<file path="config.mk">
export PLATFORM = sky130hd
export DESIGN_NAME = imem_fetch_responder
export DESIGN_NICKNAME = d
export VERILOG_FILES = /design/src/rtl/imem_fetch_responder.sv
export SDC_FILE = /design/constraint.sdc
export NUM_CORES = 1
export LEC_CHECK = 0
export CAP_MARGIN = 10
export CORE_UTILIZATION = 43
export DETAILED_ROUTE_END_ITERATION = 10
export PLACE_DENSITY = 0.8
export SETUP_SLACK_MARGIN = 0.4
export SLEW_MARGIN = 20
export SYNTH_ARGS = -nofsm -noshare
export SYNTH_HDL_FRONTEND = slang
export SYNTH_SLANG_ARGS = --single-unit
</file>
<file path="constraint.sdc">
create_clock -name clk -period 2.1 [get_ports clk]
set_input_delay 0.21 -clock clk [delete_from_list [all_inputs] [get_ports clk]]
set_output_delay 0.21 -clock clk [all_outputs]
set_load 0.02 [all_outputs]
</file>
<file path="src/rtl/imem_fetch_responder.sv">
// ---------------------------------------------------------------------------
// imem_fetch_responder
//
// Responder side of the PC -> instruction-memory fetch path. It takes one
// fetch address per req_valid/req_ready handshake and issues a one-cycle read
// strobe to a fixed-latency backing memory. When the data is due, it captures
// the word and presents it to decode with its address over a
// resp_valid/resp_ready handshake. A branch redirect (flush) drops any
// pending or presented fetch. A delivered instruction whose top nibble is 4'hF
// latches the sticky halted flag.
//
// Ports
//   clk, rst      clock; asynchronous active-low reset (0 = reset)
//   req_valid     PC stage presents req_addr
//   req_addr      fetch address (bit 0 ignored, halfword aligned)
//   req_ready     a request can be accepted this cycle
//   flush         branch redirect: discard in-flight / presented fetch
//   resp_valid    resp_instr / resp_addr are valid
//   resp_instr    fetched instruction
//   resp_addr     address the instruction came from
//   resp_ready    decode consumes the response
//   mem_en        one-cycle read strobe to backing memory
//   mem_addr      read address, stable until the data is captured
//   mem_rdata     memory data, sampled WAIT_CYCLES cycles after mem_en
//   halted        sticky, set when a halt instruction is consumed
// ---------------------------------------------------------------------------
module imem_fetch_responder #(
  parameter int ADDR_W      = 16,
  parameter int DATA_W      = 16,
  parameter int WAIT_CYCLES = 3
) (
  input  logic              clk,
  input  logic              rst,
  input  logic              req_valid,
  input  logic [ADDR_W-1:0] req_addr,
  output logic              req_ready,
  input  logic              flush,
  output logic              resp_valid,
  output logic [DATA_W-1:0] resp_instr,
  output logic [ADDR_W-1:0] resp_addr,
  input  logic              resp_ready,
  output logic              mem_en,
  output logic [ADDR_W-1:0] mem_addr,
  input  logic [DATA_W-1:0] mem_rdata,
  output logic              halted
);

  typedef enum logic [1:0] {
    S_IDLE = 2'd0,
    S_WAIT = 2'd1,
    S_RESP = 2'd2
  } state_t;

  localparam logic [3:0] CNT_INIT = 4'(WAIT_CYCLES);

  state_t              state_q, state_d;
  logic [3:0]          cnt_q, cnt_d;
  logic                discard_q, discard_d;
  logic                halted_q, halted_d;
  logic [DATA_W-1:0]   resp_instr_q, resp_instr_d;
  logic [ADDR_W-1:0]   resp_addr_q, resp_addr_d;
  logic                mem_en_q, mem_en_d;
  logic [ADDR_W-1:0]   mem_addr_q, mem_addr_d;

  logic accept;
  logic is_halt_op;
  logic unused_addr_lsb;

  // Fetches are halfword aligned; the low address bit never reaches memory.
  assign unused_addr_lsb = req_addr[0];

  assign req_ready  = !halted_q && !flush &&
                      ((state_q == S_IDLE) || ((state_q == S_RESP) && resp_ready));
  assign accept     = req_valid && req_ready;
  assign is_halt_op = (resp_instr_q[DATA_W-1 -: 4] == 4'hF);

  always_comb begin
    state_d      = state_q;
    cnt_d        = cnt_q;
    discard_d    = discard_q;
    halted_d     = halted_q;
    resp_instr_d = resp_instr_q;
    resp_addr_d  = resp_addr_q;
    mem_en_d     = 1'b0;
    mem_addr_d   = mem_addr_q;

    case (state_q)
      S_IDLE: begin
        if (accept) begin
          state_d = S_WAIT;
        end
      end

      S_WAIT: begin
        // The memory read always runs to completion, even after a flush,
        // so the backing memory never sees an abandoned transaction.
        cnt_d = cnt_q - 4'd1;
        if (flush) begin
          discard_d = 1'b1;
        end
        if (cnt_q == 4'd1) begin
          discard_d = 1'b0;
          if (discard_q || flush) begin
            state_d = S_IDLE;
          end else begin
            resp_instr_d = mem_rdata;
            resp_addr_d  = mem_addr_q;
            state_d      = S_RESP;
          end
        end
      end

      S_RESP: begin
        if (flush) begin
          // A flushed response is never consumed, so it cannot halt.
          state_d = S_IDLE;
        end else if (resp_ready) begin
          if (is_halt_op) begin
            halted_d = 1'b1;
          end
          state_d = accept ? S_WAIT : S_IDLE;
        end
      end

      default: begin
        state_d = S_IDLE;
      end
    endcase

    // Issue of a new fetch is common to IDLE and RESP.
    if (accept) begin
      mem_en_d   = 1'b1;
      mem_addr_d = {req_addr[ADDR_W-1:1], 1'b0};
      cnt_d      = CNT_INIT;
      discard_d  = 1'b0;
    end
  end

  always_ff @(posedge clk or negedge rst) begin
    if (!rst) begin
      state_q      <= S_IDLE;
      cnt_q        <= 4'd0;
      discard_q    <= 1'b0;
      halted_q     <= 1'b0;
      resp_instr_q <= '0;
      resp_addr_q  <= '0;
      mem_en_q     <= 1'b0;
      mem_addr_q   <= '0;
    end else begin
      state_q      <= state_d;
      cnt_q        <= cnt_d;
      discard_q    <= discard_d;
      halted_q     <= halted_d;
      resp_instr_q <= resp_instr_d;
      resp_addr_q  <= resp_addr_d;
      mem_en_q     <= mem_en_d;
      mem_addr_q   <= mem_addr_d;
    end
  end

  assign resp_valid = (state_q == S_RESP);
  assign resp_instr = resp_instr_q;
  assign resp_addr  = resp_addr_q;
  assign mem_en     = mem_en_q;
  assign mem_addr   = mem_addr_q;
  assign halted     = halted_q;

endmodule
</file>
**Yosys cells after proc, flatten, opt, wreduce, memory -nomap -nowiden**

Cells that the tools add are included.
Widths: inputs -> output; s select.

- Register bits: 55
- Bits in latches: 0
- Memory bits (writable): 0
- ROM bits: 0
- Input port bits: 37
- Output and inout bits: 52
- Memories kept: 0

- Add/sub/neg operators: 1
- Multiply operators: 0
- Divide/modulo/power cells: 0
- Order comparisons: 0
- Equality and inequality tests: 7
- Shift operators: 0
- Muxes and demuxes: 14
- Bitwise operators: 2
- Reduce and logical (&&, ||, !) cells: 15

Operators by type and width:

| cell | number |
|---|---|
| $mux 2 | 5 |
| $mux 4 | 2 |
| $mux 1 | 6 |
| $pmux 2 s3 | 1 |
| $reduce_and 3->1 | 2 |
| $eq 4x1->1 const B | 1 |
| $eq 4x4->1 const B | 1 |
| $logic_and 1x1->1 | 4 |
| $ne 2x2->1 const B | 2 |
| $reduce_and 4->1 | 1 |
| $sub 4x1->4 const B | 1 |
| $ne 3x2->1 const B | 1 |
| $reduce_bool 3->1 | 1 |
| $eq 2x1->1 const B | 1 |
| $eq 2x2->1 const B | 1 |
| $logic_not 1->1 | 2 |
| $logic_not 2->1 | 1 |
| $logic_or 1x1->1 | 2 |
| $not 1->1 | 2 |
| $reduce_and 2->1 | 1 |
| $reduce_bool 2->1 | 1 |

**Logic depth before layout (Yosys ltp)**

- Depth in word-level cells: 9
- Mapped depth: 6
- Gate-level depth less buffers: 5

**Worst setup path before layout**

OpenSTA, ideal clock, no wires.

- Path type: reg2reg
- Start point: register cnt_q[1]
- End point: register resp_addr_q[5] (netlist: resp_addr[5])
- Library setup time: 0.125 ns
- Data arrival time: 1.378 ns
- Data required time: 1.975 ns
- Path slack: 0.596 ns
- Stages on the path, launching flop included: 7
- Buffers on the path: 1
- Clock period less this slack: 1.504 ns
- Path through: dfrtp_1 > inv_1 > ha_1 > nor3b_4 > nand3_2 > buf_6 > mux2_4

- Longest elaborated chain between the ends: 2

Ends and longest elaborated chain:

| item | RTL line | RTL |
|---|---|---|
| start: declaration | 57 | `logic [3:0] cnt_q, cnt_d;` |
| start signal: assignment | 151 | `cnt_q <= cnt_d;` |
| $eq 4x1->1 | 101 | `if (cnt_q == 4'd1) begin` |
| $reduce_and 3->1 (no source line) | - |  |
| end signal: assignment | 155 | `resp_addr_q <= resp_addr_d;` |
| end: declaration | 61 | `logic [ADDR_W-1:0] resp_addr_q, resp_addr_d;` |

Every way passes these cells.
A chain may end at the register's enable or synchronous reset.

**Worst setup path after layout**

- Start point: register cnt_q[1]
- End point: register resp_addr_q[9] (netlist: resp_addr[9])

Same word-level chain as after synthesis.

==> impl_metrics.sql <==
INSERT INTO impl_metrics (metric_group, metric, value, unit) VALUES
('worst_hold_path', 'min_path_type', 'primary input to async pin', ''),
('power', 'power_frac_comb', '0.466', ''),
('layout', 'areaGrowthSynthToFinish', '48.1', '%'),
('power', 'power_frac_clock', '0.152', ''),
('layout', 'mostFrequentLayoutCell', 'clkdlybuf4s50_1', ''),
('logic_synthesis', 'synthCells', '142', ''),
('layout', 'share_of_final_layout_standard_cells_stronger_than_drive_strength_1', '0.280', ''),
('logic_synthesis', 'synth-async-reset-ratio', '1.00', ''),
('worst_setup_path', 'worst-path-max-fanout', '11', ''),
('layout', 'layout_common_cells', 'clkdlybuf4s50_1, dfrtp_1, mux2_2, clkbuf_8, nor2_1', ''),
('floorplan', 'die_x', '73.9', 'µm'),
('logic_synthesis', 'synth_flop_cell', 'dfrtp_1', ''),
('global_route', 'number_of_antenna_violations_at_the_first_check_in_global_routing', '0', ''),
('floorplan', 'io-pin-count', '89', ''),
('drt', 'post_drt_wl_per_cell', '14.7', 'µm'),
('timing', 'worst_clock_skew', '0.00420', 'ns'),
('worst_setup_path', 'ws_path_type', 'register to register', ''),
('worst_setup_path', 'r2r-end', 'resp_addr[9]', ''),
('worst_setup_path', 'critical_path.top_delay_family', 'simple AND/OR/NAND/NOR gates', ''),
('layout', 'fillers', '384', ''),
('timing', 'finalCritPeriodShare', '0.772', ''),
('global_route', 'grt_pass1_vias', '1564', ''),
('global_route', 'grt.overflow.total', '0', ''),
('place', 'dp_hpwl', '3.26', 'mm'),
('layout', 'design.final.nets', '274', ''),
('floorplan', 'standard_cell_core_area', '0.00485', 'mm²'),
('floorplan', 'dieArea', '0.00546', 'mm²'),
('clock_network', 'htree_num_levels', '2', ''),
('logic_synthesis', 'synthesis.area', '0.00222', 'mm²'),
('global_route', 'grt.total_usage', '0.182', ''),
('logic_synthesis', 'yosys_warnings', '0', ''),
('clock_network', 'clock_sink_count', '55', ''),
('power', 'internal_power', '0.00314', 'W'),
('worst_setup_path', 'cp-end-kind', 'register', ''),
('worst_setup_path', 'ff2ff_setup_slack', '0.48', 'ns'),
('clock_network', 'ctsRootBufferMaster', 'clkbuf_8', ''),
('global_route', 'grt_max_degree', '23', ''),
('place', 'io_buffer_count', '85', ''),
('layout', 'register_area', '0.00138', 'mm²'),
('power', 'power.static_leakage', '1.48', 'nW'),
('floorplan', 'chipHeight', '73.9', 'µm'),
('clock_network', 'tritoncts.num_buffers', '5', ''),
('worst_setup_path', 'critical_path.slowest_cell', 'dfrtp_1', ''),
('worst_setup_path', 'crit_arrival', '1.83', 'ns'),
('logic_synthesis', 'syn_avg_cell_area', '15.7', 'µm²'),
('drt', 'drt_pre_antenna_iters', '3', ''),
('drt', 'drc_errors', '0', ''),
('place', 'place_congestion', '0.698', ''),
('timing', 'setup-tns-final', '0', 'ns'),
('power', 'power_density', '1450', 'mW/mm²'),
('power', 'switching_power', '0.00165', 'W'),
('drt', 'drt_iter0_drc', '38', ''),
('timing', 'layout_min_cycle_time', '1.62', 'ns'),
('floorplan', 'initial_utilization', '0.459', ''),
('layout', 'diode_count', '0', ''),
('power', 'power.switching_fraction', '0.345', ''),
('layout', 'multiInputGateArea', '769', 'µm²'),
('drt', 'routed_via_density', '4.88', ''),
('drt', 'routed_wirelength', '4.46', 'mm'),
('worst_setup_path', 'worst-path-buf-inv', '2', ''),
('global_route', 'global_route_wire_length_before_repair', '7.22', 'mm'),
('clock_network', 'clock_pin_slew_on_the_worst_setup_and_hold_paths', '0.09', 'ns'),
('worst_setup_path', 'r2r.worst_path.cells', '6', ''),
('run', 'max_cap_viol_count', '0', ''),
('drt', 'route.vias.total', '1479', ''),
('worst_setup_path', 'critical_path.max_stage_delay', '0.40', 'ns'),
('status', 'outcome', 'completed', ''),
('clock_network', 'max-clock-path-buffers', '2', ''),
('logic_synthesis', 'synth_sequential_area_ratio', '0.619', ''),
('timing', 'finalHoldViolations', '0', ''),
('logic_synthesis', 'synth_enable_flop_cells', '0', '');
-- through the flow --
step / cells / power, W / setup slack [ns] / hold WS, ns / area [µm²]
6_report: 303 / 0.00479 / 0.479 / 0.387 / 3290
5_1_grt: 303 / 0.00507 / 0.401 / 0.426 / 3290
4_1_cts: 303 / 0.00485 / 0.442 / 0.388 / 3300
3_5_place_dp: 292 / 0.00409 / 0.224 / 0.201 / 3150
3_3_place_gp: 292 / 0.00402 / 0.262 / 0.196 / 3150
2_1_floorplan: 143 / 0.00300 / 0.596 / -0.0856 / 2230
-- final cells by class --
cell class / instances / area share
clock buffers: 6 / 0.0251
clock inverters: 2 / 0.0106
inverters: 2 / 0.00228
multi-input cells: 78 / 0.234
flip-flops and latches: 55 / 0.418
well taps: 67 / 0.0254
repair buffers: 93 / 0.285
-- state kept, by name, summed over array words and instances (netlist names) --
signal      cells
mem_addr       15
halted          1
state_q         2
resp_addr      15
mem_en          1
resp_instr     16
discard_q       1
cnt_q           4
-- cells by family (layout without fill, tap and decap cells) --
logic type               count (synthesis)  count (layout)  synth area share
flip-flops                              55              55             0.619
multiplexers                            46              46             0.238
AND/OR/NAND/NOR                         18              18            0.0568
buffers and inverters                   10             103            0.0405
AO/OA/AOI/OAI                            8               8            0.0253
adder cells (fa/ha/maj)                  2               2            0.0112
XOR/XNOR                                 2               2           0.00788
other                                    1               2           0.00169
-- worst max path at each step --
stage,from,to,slack (ns),cells past startpoint
floorplan,cnt_q[1],resp_addr[5],0.60,6
global placement,flush,resp_addr[9],0.26,5
detailed placement,flush,req_ready,0.22,5
CTS,state_q[0],req_ready,0.44,4
global route,cnt_q[1],resp_instr[2],0.40,6
finish,cnt_q[1],resp_addr[9],0.48,6
-- power by group through the flow --
stage	clock, W	sequential (W)	combinational, W
finish	0.000728	0.00183	0.00223
global route	0.000793	0.00190	0.00238
CTS	0.000753	0.00183	0.00226
detailed placement	0	0.00185	0.00224
global placement	0	0.00182	0.00220
floorplan	0	0.00231	0.000692
-- cell usage after synthesis, drive strengths merged, types with 2 or more instances --
cell type  number  area, µm²
inv             2       7.51
mux2           46        529
or3             2       12.5
and2b           2       16.3
buf             8       82.6
a21oi           2       10.0
dfrtp          55       1380
nand2b          2       12.5
nor2            5       18.8
ha              2       25.0
-- worst reg2reg max path, cell delays in order (launching register included) --
cell and delay, ns:
dfrtp_1 0.40, inv_1 0.08, ha_1 0.15, nor3b_4 0.26
nand3_4 0.15, buf_12 0.18, mux2_4 0.29
-- metal layers --
layer,global-route usage,wire length (µm),vias up
li1,-,-,674
met1,0.203,1790,740
met2,0.296,2220,55
met3,0.0809,361,10
met4,0.0876,97,0
met5,0,0,-
-- timing repair --
item | in CTS | in global routing
endpoints found under the setup margin | 25 | 1
gates resized for setup | 3 | 2
buffers inserted | 2 | 0
pin swaps | 1 | 0
hold buffers | 1 | 0
hold endpoints to repair | 20 | 0
Note: power is estimated with default switching activity, not from simulation.
